[src/rtl/tbus_axi_bridge_pkg.sv]
// Shared types and constants for the tbus -> AXI4-Lite bridge.
package tbus_axi_bridge_pkg;

  localparam int unsigned TBUS_ADDR_W   = 64;
  localparam int unsigned TBUS_DATA_W   = 64;
  localparam int unsigned TBUS_MASK_W   = 64;
  localparam int unsigned TBUS_LANE_W   = 8;
  localparam int unsigned TBUS_STRB_W   = TBUS_DATA_W / TBUS_LANE_W;
  localparam int unsigned TBUS_OPTYPE_W = 2;
  localparam int unsigned AXI_RESP_W    = 2;

  localparam logic [TBUS_OPTYPE_W-1:0] TBUS_READ  = TBUS_OPTYPE_W'(1);
  localparam logic [TBUS_OPTYPE_W-1:0] TBUS_WRITE = TBUS_OPTYPE_W'(2);
  localparam logic [AXI_RESP_W-1:0]    AXI_RESP_OKAY = AXI_RESP_W'(0);

  typedef enum logic [2:0] {
    ST_IDLE,
    ST_RD_A,
    ST_RD_D,
    ST_WR,
    ST_WR_B,
    ST_RESP
  } bridge_state_e;

  // Request payload latched in the accept cycle
  typedef struct packed {
    logic [TBUS_ADDR_W-1:0] addr;
    logic [TBUS_DATA_W-1:0] wdata;
    logic [TBUS_STRB_W-1:0] wstrb;
  } tbus_req_t;

  function automatic logic [TBUS_ADDR_W-1:0] axi_addr(input logic [TBUS_ADDR_W-1:0] a,
                                                      input logic align);
    return align ? {a[TBUS_ADDR_W-1:3], 3'b000} : a;
  endfunction

endpackage

[src/rtl/tbus_axi_bridge_if.sv]
// tbus request/response interface and AXI4-Lite master interface.
interface tbus_if import tbus_axi_bridge_pkg::*; #(
  parameter int unsigned ADDR_W = TBUS_ADDR_W,
  parameter int unsigned DATA_W = TBUS_DATA_W
);
  logic                     tbus_index_valid;
  logic                     tbus_index_ready;
  logic [ADDR_W-1:0]        tbus_index;
  logic [DATA_W-1:0]        tbus_write_data;
  logic [TBUS_MASK_W-1:0]   tbus_write_mask;
  logic [TBUS_OPTYPE_W-1:0] tbus_operation_type;
  logic [DATA_W-1:0]        tbus_read_data;
  logic                     tbus_operation_done;
  logic                     bus_error;

  modport master (
    output tbus_index_valid, tbus_index, tbus_write_data, tbus_write_mask, tbus_operation_type,
    input  tbus_index_ready, tbus_read_data, tbus_operation_done, bus_error
  );
  modport slave (
    input  tbus_index_valid, tbus_index, tbus_write_data, tbus_write_mask, tbus_operation_type,
    output tbus_index_ready, tbus_read_data, tbus_operation_done, bus_error
  );
endinterface

interface axi_lite_if import tbus_axi_bridge_pkg::*; #(
  parameter int unsigned ADDR_W = TBUS_ADDR_W,
  parameter int unsigned DATA_W = TBUS_DATA_W
);
  logic [ADDR_W-1:0]      m_araddr;
  logic                   m_arvalid;
  logic                   m_arready;
  logic [DATA_W-1:0]      m_rdata;
  logic [AXI_RESP_W-1:0]  m_rresp;
  logic                   m_rvalid;
  logic                   m_rready;
  logic [ADDR_W-1:0]      m_awaddr;
  logic                   m_awvalid;
  logic                   m_awready;
  logic [DATA_W-1:0]      m_wdata;
  logic [TBUS_STRB_W-1:0] m_wstrb;
  logic                   m_wvalid;
  logic                   m_wready;
  logic [AXI_RESP_W-1:0]  m_bresp;
  logic                   m_bvalid;
  logic                   m_bready;

  modport master (
    output m_araddr, m_arvalid, m_rready, m_awaddr, m_awvalid, m_wdata, m_wstrb, m_wvalid, m_bready,
    input  m_arready, m_rdata, m_rresp, m_rvalid, m_awready, m_wready, m_bresp, m_bvalid
  );
  modport slave (
    input  m_araddr, m_arvalid, m_rready, m_awaddr, m_awvalid, m_wdata, m_wstrb, m_wvalid, m_bready,
    output m_arready, m_rdata, m_rresp, m_rvalid, m_awready, m_wready, m_bresp, m_bvalid
  );
endinterface

[src/rtl/tbus_axi_bridge_mask2strb.sv]
// Per-bit write mask to per-byte strobe: a lane is enabled if any of its mask bits is set.
module tbus_mask2strb import tbus_axi_bridge_pkg::*; (
  input  logic [TBUS_MASK_W-1:0] i_mask,
  output logic [TBUS_STRB_W-1:0] o_strb_c
);

  for (genvar g = 0; g < TBUS_STRB_W; g++) begin : g_lane
    assign o_strb_c[g] = |i_mask[TBUS_LANE_W*g +: TBUS_LANE_W];
  end

endmodule

[src/rtl/tbus_axi_bridge.sv]
// tbus slave that turns one LSU load/store at a time into one AXI4-Lite transaction.
module tbus_axi_bridge import tbus_axi_bridge_pkg::*; #(
  parameter int unsigned ADDR_W     = TBUS_ADDR_W,
  parameter int unsigned DATA_W     = TBUS_DATA_W,
  parameter bit          ALIGN_ADDR = 1'b1
) (
  input  logic       clock,
  input  logic       reset_n,
  tbus_if.slave      tbus,
  axi_lite_if.master axi
);

  bridge_state_e          r_state, w_state_nxt;
  tbus_req_t              r_req;
  logic [TBUS_STRB_W-1:0] w_strb;
  logic [DATA_W-1:0]      r_rdata, w_rdata_nxt;
  logic                   w_fire;
  logic r_ready, r_arvalid, r_rready, r_awvalid, r_wvalid, r_bready, r_done, r_berr;
  logic w_ready_nxt, w_arvalid_nxt, w_rready_nxt, w_awvalid_nxt, w_wvalid_nxt, w_bready_nxt;
  logic w_done_nxt, w_berr_nxt;
  logic r_aw_done, r_w_done, w_aw_done_nxt, w_w_done_nxt;

  tbus_mask2strb u_mask2strb (
    .i_mask   (tbus.tbus_write_mask),
    .o_strb_c (w_strb)
  );

  assign w_fire = tbus.tbus_index_valid & r_ready;

  // Next state, sticky write-channel flags and next registered outputs
  always_comb begin
    w_state_nxt   = r_state;
    w_rdata_nxt   = r_rdata;
    w_berr_nxt    = 1'b0;
    w_aw_done_nxt = r_aw_done;
    w_w_done_nxt  = r_w_done;
    case (r_state)
      ST_IDLE: begin
        if (w_fire) begin
          if (tbus.tbus_operation_type == TBUS_READ) begin
            w_state_nxt = ST_RD_A;
          end else if (tbus.tbus_operation_type == TBUS_WRITE) begin
            w_state_nxt = ST_WR;
          end else begin
            w_state_nxt = ST_RESP;
            w_berr_nxt  = 1'b1;
            w_rdata_nxt = '0;
          end
        end
      end
      ST_RD_A: begin
        if (r_arvalid && axi.m_arready) w_state_nxt = ST_RD_D;
      end
      ST_RD_D: begin
        if (axi.m_rvalid) begin
          w_state_nxt = ST_RESP;
          w_rdata_nxt = DATA_W'(axi.m_rdata);
          w_berr_nxt  = (axi.m_rresp != AXI_RESP_OKAY);
        end
      end
      ST_WR: begin
        w_aw_done_nxt = r_aw_done | (r_awvalid & axi.m_awready);
        w_w_done_nxt  = r_w_done  | (r_wvalid  & axi.m_wready);
        if (w_aw_done_nxt && w_w_done_nxt) begin
          w_state_nxt   = ST_WR_B;
          w_aw_done_nxt = 1'b0;
          w_w_done_nxt  = 1'b0;
        end
      end
      ST_WR_B: begin
        if (axi.m_bvalid) begin
          w_state_nxt = ST_RESP;
          w_berr_nxt  = (axi.m_bresp != AXI_RESP_OKAY);
        end
      end
      ST_RESP: w_state_nxt = ST_IDLE;
      default: w_state_nxt = ST_IDLE;
    endcase
    w_ready_nxt   = (w_state_nxt == ST_IDLE);
    w_arvalid_nxt = (w_state_nxt == ST_RD_A);
    w_rready_nxt  = (w_state_nxt == ST_RD_D);
    w_awvalid_nxt = (w_state_nxt == ST_WR) & ~w_aw_done_nxt;
    w_wvalid_nxt  = (w_state_nxt == ST_WR) & ~w_w_done_nxt;
    w_bready_nxt  = (w_state_nxt == ST_WR_B);
    w_done_nxt    = (w_state_nxt == ST_RESP);
  end

  always_ff @(posedge clock or negedge reset_n) begin
    if (!reset_n) begin
      r_state   <= ST_IDLE;
      r_rdata   <= '0;
      r_ready   <= 1'b0;
      r_arvalid <= 1'b0;
      r_rready  <= 1'b0;
      r_awvalid <= 1'b0;
      r_wvalid  <= 1'b0;
      r_bready  <= 1'b0;
      r_done    <= 1'b0;
      r_berr    <= 1'b0;
      r_aw_done <= 1'b0;
      r_w_done  <= 1'b0;
    end else begin
      r_state   <= w_state_nxt;
      r_rdata   <= w_rdata_nxt;
      r_ready   <= w_ready_nxt;
      r_arvalid <= w_arvalid_nxt;
      r_rready  <= w_rready_nxt;
      r_awvalid <= w_awvalid_nxt;
      r_wvalid  <= w_wvalid_nxt;
      r_bready  <= w_bready_nxt;
      r_done    <= w_done_nxt;
      r_berr    <= w_berr_nxt;
      r_aw_done <= w_aw_done_nxt;
      r_w_done  <= w_w_done_nxt;
    end
  end

  // Request capture; tbus inputs are only sampled in the accept cycle
  always_ff @(posedge clock or negedge reset_n) begin
    if (!reset_n) begin
      r_req <= '0;
    end else if (w_fire) begin
      r_req.addr  <= TBUS_ADDR_W'(tbus.tbus_index);
      r_req.wdata <= TBUS_DATA_W'(tbus.tbus_write_data);
      r_req.wstrb <= w_strb;
    end
  end

  assign tbus.tbus_index_ready    = r_ready;
  assign tbus.tbus_read_data      = r_rdata;
  assign tbus.tbus_operation_done = r_done;
  assign tbus.bus_error           = r_berr;

  assign axi.m_araddr  = ADDR_W'(axi_addr(r_req.addr, ALIGN_ADDR));
  assign axi.m_awaddr  = ADDR_W'(axi_addr(r_req.addr, ALIGN_ADDR));
  assign axi.m_wdata   = DATA_W'(r_req.wdata);
  assign axi.m_wstrb   = r_req.wstrb;
  assign axi.m_arvalid = r_arvalid;
  assign axi.m_rready  = r_rready;
  assign axi.m_awvalid = r_awvalid;
  assign axi.m_wvalid  = r_wvalid;
  assign axi.m_bready  = r_bready;

endmodule

[src/flat_wrapper.sv]
// flat-port wrapper written by rule: the top's interface ports become plain ports
module tbus_axi_bridge_flat import tbus_axi_bridge_pkg::*;
#(
  parameter int unsigned ADDR_W     = TBUS_ADDR_W,
  parameter int unsigned DATA_W     = TBUS_DATA_W,
  parameter bit          ALIGN_ADDR = 1'b1
)
  (clock, reset_n, tbus_tbus_index_valid, tbus_tbus_index, tbus_tbus_write_data, tbus_tbus_write_mask, tbus_tbus_operation_type, tbus_tbus_index_ready, tbus_tbus_read_data, tbus_tbus_operation_done, tbus_bus_error, axi_m_araddr, axi_m_arvalid, axi_m_rready, axi_m_awaddr, axi_m_awvalid, axi_m_wdata, axi_m_wstrb, axi_m_wvalid, axi_m_bready, axi_m_arready, axi_m_rdata, axi_m_rresp, axi_m_rvalid, axi_m_awready, axi_m_wready, axi_m_bresp, axi_m_bvalid);
  tbus_if #(.ADDR_W(ADDR_W), .DATA_W(DATA_W)) tbus_i ();
  axi_lite_if #(.ADDR_W(ADDR_W), .DATA_W(DATA_W)) axi_i ();
  input  logic clock;
  input  logic reset_n;
  input wire logic [$bits(tbus_i.tbus_index_valid)-1:0] tbus_tbus_index_valid;
  input wire logic [$bits(tbus_i.tbus_index)-1:0] tbus_tbus_index;
  input wire logic [$bits(tbus_i.tbus_write_data)-1:0] tbus_tbus_write_data;
  input wire logic [$bits(tbus_i.tbus_write_mask)-1:0] tbus_tbus_write_mask;
  input wire logic [$bits(tbus_i.tbus_operation_type)-1:0] tbus_tbus_operation_type;
  output wire logic [$bits(tbus_i.tbus_index_ready)-1:0] tbus_tbus_index_ready;
  output wire logic [$bits(tbus_i.tbus_read_data)-1:0] tbus_tbus_read_data;
  output wire logic [$bits(tbus_i.tbus_operation_done)-1:0] tbus_tbus_operation_done;
  output wire logic [$bits(tbus_i.bus_error)-1:0] tbus_bus_error;
  output wire logic [$bits(axi_i.m_araddr)-1:0] axi_m_araddr;
  output wire logic [$bits(axi_i.m_arvalid)-1:0] axi_m_arvalid;
  output wire logic [$bits(axi_i.m_rready)-1:0] axi_m_rready;
  output wire logic [$bits(axi_i.m_awaddr)-1:0] axi_m_awaddr;
  output wire logic [$bits(axi_i.m_awvalid)-1:0] axi_m_awvalid;
  output wire logic [$bits(axi_i.m_wdata)-1:0] axi_m_wdata;
  output wire logic [$bits(axi_i.m_wstrb)-1:0] axi_m_wstrb;
  output wire logic [$bits(axi_i.m_wvalid)-1:0] axi_m_wvalid;
  output wire logic [$bits(axi_i.m_bready)-1:0] axi_m_bready;
  input wire logic [$bits(axi_i.m_arready)-1:0] axi_m_arready;
  input wire logic [$bits(axi_i.m_rdata)-1:0] axi_m_rdata;
  input wire logic [$bits(axi_i.m_rresp)-1:0] axi_m_rresp;
  input wire logic [$bits(axi_i.m_rvalid)-1:0] axi_m_rvalid;
  input wire logic [$bits(axi_i.m_awready)-1:0] axi_m_awready;
  input wire logic [$bits(axi_i.m_wready)-1:0] axi_m_wready;
  input wire logic [$bits(axi_i.m_bresp)-1:0] axi_m_bresp;
  input wire logic [$bits(axi_i.m_bvalid)-1:0] axi_m_bvalid;
  assign tbus_i.tbus_index_valid = tbus_tbus_index_valid;
  assign tbus_i.tbus_index = tbus_tbus_index;
  assign tbus_i.tbus_write_data = tbus_tbus_write_data;
  assign tbus_i.tbus_write_mask = tbus_tbus_write_mask;
  assign tbus_i.tbus_operation_type = tbus_tbus_operation_type;
  assign tbus_tbus_index_ready = tbus_i.tbus_index_ready;
  assign tbus_tbus_read_data = tbus_i.tbus_read_data;
  assign tbus_tbus_operation_done = tbus_i.tbus_operation_done;
  assign tbus_bus_error = tbus_i.bus_error;
  assign axi_m_araddr = axi_i.m_araddr;
  assign axi_m_arvalid = axi_i.m_arvalid;
  assign axi_m_rready = axi_i.m_rready;
  assign axi_m_awaddr = axi_i.m_awaddr;
  assign axi_m_awvalid = axi_i.m_awvalid;
  assign axi_m_wdata = axi_i.m_wdata;
  assign axi_m_wstrb = axi_i.m_wstrb;
  assign axi_m_wvalid = axi_i.m_wvalid;
  assign axi_m_bready = axi_i.m_bready;
  assign axi_i.m_arready = axi_m_arready;
  assign axi_i.m_rdata = axi_m_rdata;
  assign axi_i.m_rresp = axi_m_rresp;
  assign axi_i.m_rvalid = axi_m_rvalid;
  assign axi_i.m_awready = axi_m_awready;
  assign axi_i.m_wready = axi_m_wready;
  assign axi_i.m_bresp = axi_m_bresp;
  assign axi_i.m_bvalid = axi_m_bvalid;
  tbus_axi_bridge #(.ADDR_W(ADDR_W), .DATA_W(DATA_W), .ALIGN_ADDR(ALIGN_ADDR)) u_core (.clock(clock), .reset_n(reset_n), .tbus(tbus_i), .axi(axi_i));
endmodule
[config.mk]
export PLATFORM = sky130hd
export DESIGN_NAME = tbus_axi_bridge_flat
export DESIGN_NICKNAME = d
export VERILOG_FILES = /design/src/rtl/tbus_axi_bridge_pkg.sv /design/src/rtl/tbus_axi_bridge_if.sv /design/src/rtl/tbus_axi_bridge_mask2strb.sv /design/src/rtl/tbus_axi_bridge.sv /design/src/flat_wrapper.sv
export SDC_FILE = /design/constraint.sdc
export NUM_CORES = 1
export LEC_CHECK = 0
export BUFFER_PORTS_ARGS = -buffer_cell sky130_fd_sc_hd__buf_2
export CORE_AREA = 8 8 202 204
export DETAILED_ROUTE_END_ITERATION = 10
export DIE_AREA = 0 0 210 212
export SETUP_SLACK_MARGIN = 0.5
export SYNTH_ARGS = -nofsm -noshare
export SYNTH_HDL_FRONTEND = slang
export SYNTH_HIERARCHICAL = 1
export SYNTH_SLANG_ARGS = --single-unit
export TNS_END_PERCENT = 30
[constraint.sdc]
create_clock -name clock -period 3 [get_ports clock]
set_input_delay 0.15 -clock clock [delete_from_list [all_inputs] [get_ports clock]]
set_output_delay 0.15 -clock clock [all_outputs]
set_load 0.01 [all_outputs]
==> reports/results.tsv <==
stage	metric	value	unit
route	vias per cell	4.134	
sta	Slew Viols, Final	0	
sta	Final Hold Viols	0	
sta	period utilization	77.76	%
synthesis	Main synth FF type	dfrtp_1	
power_and_ir_drop	internal power	8.286	mW
setup_path	Critical Path RT	3.39	ns
global_routing	grt total ovfl	0	
setup_path	Critical Path Max Stage Delay	0.58	ns
power_and_ir_drop	Max IR drop VDD	0.0004810	V
sta	final setup vio count	0	
floorplan	Die X-Extent	210	um
route	routed len/inst	17.76	um
global_routing	largest net degree at the start of global routing	82	
global_routing	initial antenna violation count	3	
clock_tree	Num CTS Buffers	24	
placed_design	port bufs	532	
sta	FMAX	428.7	MHz
route	vias	7491	
sta	Tmin final	2.333	ns
placed_design	Cell Area, Placed	0.01131	mm2
setup_path	CP arrival	2.72	ns
power_and_ir_drop	Clock power frac	21.7	%
sta	clock skew	0.007018	ns
setup_path	Crit. End Element	flip-flop	
clock_tree	CTS Buffer Depth	3	
sta	unrepaired setup endpoints after global routing	true	
power_and_ir_drop	Leak Pwr	7.076	nW
clock_tree	Root Driver	clkbuf_16	
setup_path	CP delay by family, top	buffers and inverters	
clock_tree	CTS Sinks	210	
synthesis	Avg Cell Area, Syn	14.72	um2
synthesis	Mapped Cells	573	
floorplan	Starting Density	22.24	%
synthesis	#FFs+latches synth	210	
finish	Nets	1549	
synthesis	synthesis warning total	6	
finish	Finished Cell Area	0.01431	mm2
clock_tree	Setup Fix Bufs, Post-CTS	0	
min_path	HP Class	in2reg	
route	Iter 0 DRT Violations	320	
synthesis	Post-synth EDFFs	0	
route	ANT nets after route	0	
setup_path	crit path max fanout	65	
synthesis	Async SR Flop Fraction	100.0	%
route	drt total wl	32190	um
power_and_ir_drop	Net Switching	4.616	mW
placed_design	HPWL after DPL	22150	um
setup_path	crit path buf inv count	2	
sta	Worst Tran Pin Value	1.157	ns
status	status	complete, no violations	
route	drt drc	0	
global_routing	first-pass GRT wire length	48250	um
placed_design	gpl congestion	0.8548	
floorplan	row cnt	72	
power_and_ir_drop	Net Sw Frac	35.78	%
job	max_cap viols	0	
setup_path	WS Path Type	reg2reg	
clock_tree	Worst-Skew Late Latency	0.51	ns
global_routing	number of global-route vias before repair	8385	
power_and_ir_drop	Sequential Power Share	37.9	%
synthesis	register area share after synthesis	62.30	%
floorplan	Core Footprint	0.03793	mm2
finish	Area Overhead vs Synth	69.59	%
setup_path	worst path cell trace	nand2_1, nor3_4, buf_6, o21ai_1, dlygate4sd3_1, o311ai_0	
finish	layout cells sized above 1	52.17	%
clock_tree	Clock transition at path regs	0.06	ns
global_routing	total track usage	13.49	%
route	drt first pass iters	4	
synthesis	synthesized area	0.008436	mm2
sta	Sum Neg Setup Slack	0	ns
floorplan	IO Count	542	
floorplan	die height	212	um
setup_path	Worst setup SP type	flip-flop	
clock_tree	CTS tree	yes	
sta	Worst slew margin	22.85	%
floorplan	full die area	0.04452	mm2
power_and_ir_drop	PD cells	901.9	mW/mm2
setup_path	slowest cell on the critical path	dlygate4sd3_1	
power_and_ir_drop	combinational group share of total power	40.5	%
clock_tree	CTS H-tree lvls	1	
synthesis	synth unique cells	33	
-- worst reg2reg max path, stage by stage, from the launching register on --
cell and delay, ns:
dfrtp_1 0.46, nand2_1 0.17, nor3_4 0.27, buf_6 0.49, o21ai_1 0.13, dlygate4sd3_1 0.58
o311ai_0 0.11
-- final cells by class --
cell class	instances	area [um2]
Antenna cell	2	5.005
Clock buffer	38	744.5
Clock inverter	3	17.52
Fill cell	3573	23620
Inverter	6	22.52
Multi-Input combinational cell	268	2571
Sequential cell	210	5255
Tap cell	518	648.1
Timing Repair Buffer	767	5042
-- synth_stat cells (2+ instances only) --
library cell  number  area [um2]
dfrtp_1          210        5255
mux2_2            77       867.1
buf_4             68       510.5
a22o_1            64       560.5
mux2_1            56       630.6
buf_2             19       95.09
nor4_1            18       112.6
nand2_1           12       45.04
buf_1              6       22.52
a21oi_2            4       35.03
inv_1              4       15.01
nor2_1             4       15.01
nand3b_1           3       22.52
nor3_2             3       30.03
clkbuf_1           2       7.510
ha_1               2       25.02
inv_2              2       7.510
mux2i_1            2       20.02
nor3_1             2       10.01
nor3b_2            2       25.02
-- state kept, by name (all words and copies together) (netlist names), 3 cells and up --
register	cells
u_core/axi.m_wdata	64
u_core/tbus.tbus_read_data	64
u_core/axi.m_araddr	61
u_core/axi.m_wstrb	8
u_core/r_state	3
-- final timing paths --
| check | from | slack, ns | cells past startpoint | endpoint |
|---|---|---|---|---|
| min | axi_m_bvalid | 0.05 | 3 | u_core/tbus.bus_error |
| max | u_core/r_state[1] | 0.67 | 6 | u_core/tbus.bus_error |
| max reg2reg | u_core/r_state[1] | 0.67 | 6 | u_core/tbus.bus_error |
| min reg2reg | u_core/axi.m_wdata[54] | 0.49 | 1 | u_core/axi.m_wdata[54] |
| min in group asynchronous | reset_n | 0.27 | 2 | u_core/axi.m_araddr[42] |
| max in group asynchronous | reset_n | 1.91 | 3 | u_core/tbus.tbus_read_data[8] |
-- layer usage --
| metal | GRT usage (%) | wire length [um] |
|---|---|---|
| met5 | 0 | 0 |
| met4 | 5.565 | 1163 |
| met3 | 4.658 | 2973 |
| met2 | 23.83 | 16280 |
| met1 | 14.66 | 11770 |
-- logic make-up after synthesis --
kind of cell / synth area share (%)
muxes: 17.99
other: 0.04445
and+or+nand+nor: 3.367
DFF: 62.30
buffers and inverters: 7.802
adders and majority gates: 0.2966
AOI/OAI and AO/OA: 8.202
-- cell usage in the layout (no fill, tap or decap), types with 9 or more instances in the layout --
| cell type | Yosys | routed |
|---|---|---|
| mux2_1 | 56 | 56 |
| clkbuf_16 | 0 | 25 |
| buf_2 | 19 | 531 |
| dfrtp_1 | 210 | 210 |
| mux2_2 | 77 | 77 |
| dlygate4sd3_1 | 0 | 221 |
| buf_4 | 68 | 9 |
| a22o_1 | 64 | 64 |
| nor4_1 | 18 | 18 |
| nand2_1 | 12 | 11 |
-- power by group through the flow --
stage | Combinational [mW] | Sequential, mW | Clock [mW]
3_5_place_dp | 5.02 | 4.88 | 0
6_report | 5.22 | 4.88 | 2.80
3_3_place_gp | 4.97 | 4.83 | 0
4_1_cts | 5.25 | 4.86 | 2.92
2_1_floorplan | 2.51 | 5.37 | 0
5_1_grt | 5.63 | 5.05 | 3.03
-- through the flow --
| stage | worst slack [ns] | cells | total power, mW | hold WS (ns) | util (%) |
|---|---|---|---|---|---|
| after detailed placement | 0.6441 | 1547 | 9.904 | 0.2746 | 29.83 |
| after global routing | 0.4226 | 1811 | 13.71 | 0.06574 | 37.71 |
| after floorplan | 1.449 | 578 | 7.876 | -0.1456 | - |
| final | 0.6671 | 1812 | 12.90 | 0.05417 | 37.72 |
| after CTS | 0.5617 | 1809 | 13.03 | 0.009846 | 37.67 |
| after global placement | 0.7012 | 1547 | 9.795 | 0.2639 | 29.83 |
-- what timing repair did --
action                                 4_1_cts  5_1_grt
resized for setup                            0        1
endpoints found under the hold margin      278        0
hold buffers                               221        0
setup endpoints to repair                    0       28
Power figures use the tool's default switching activity.
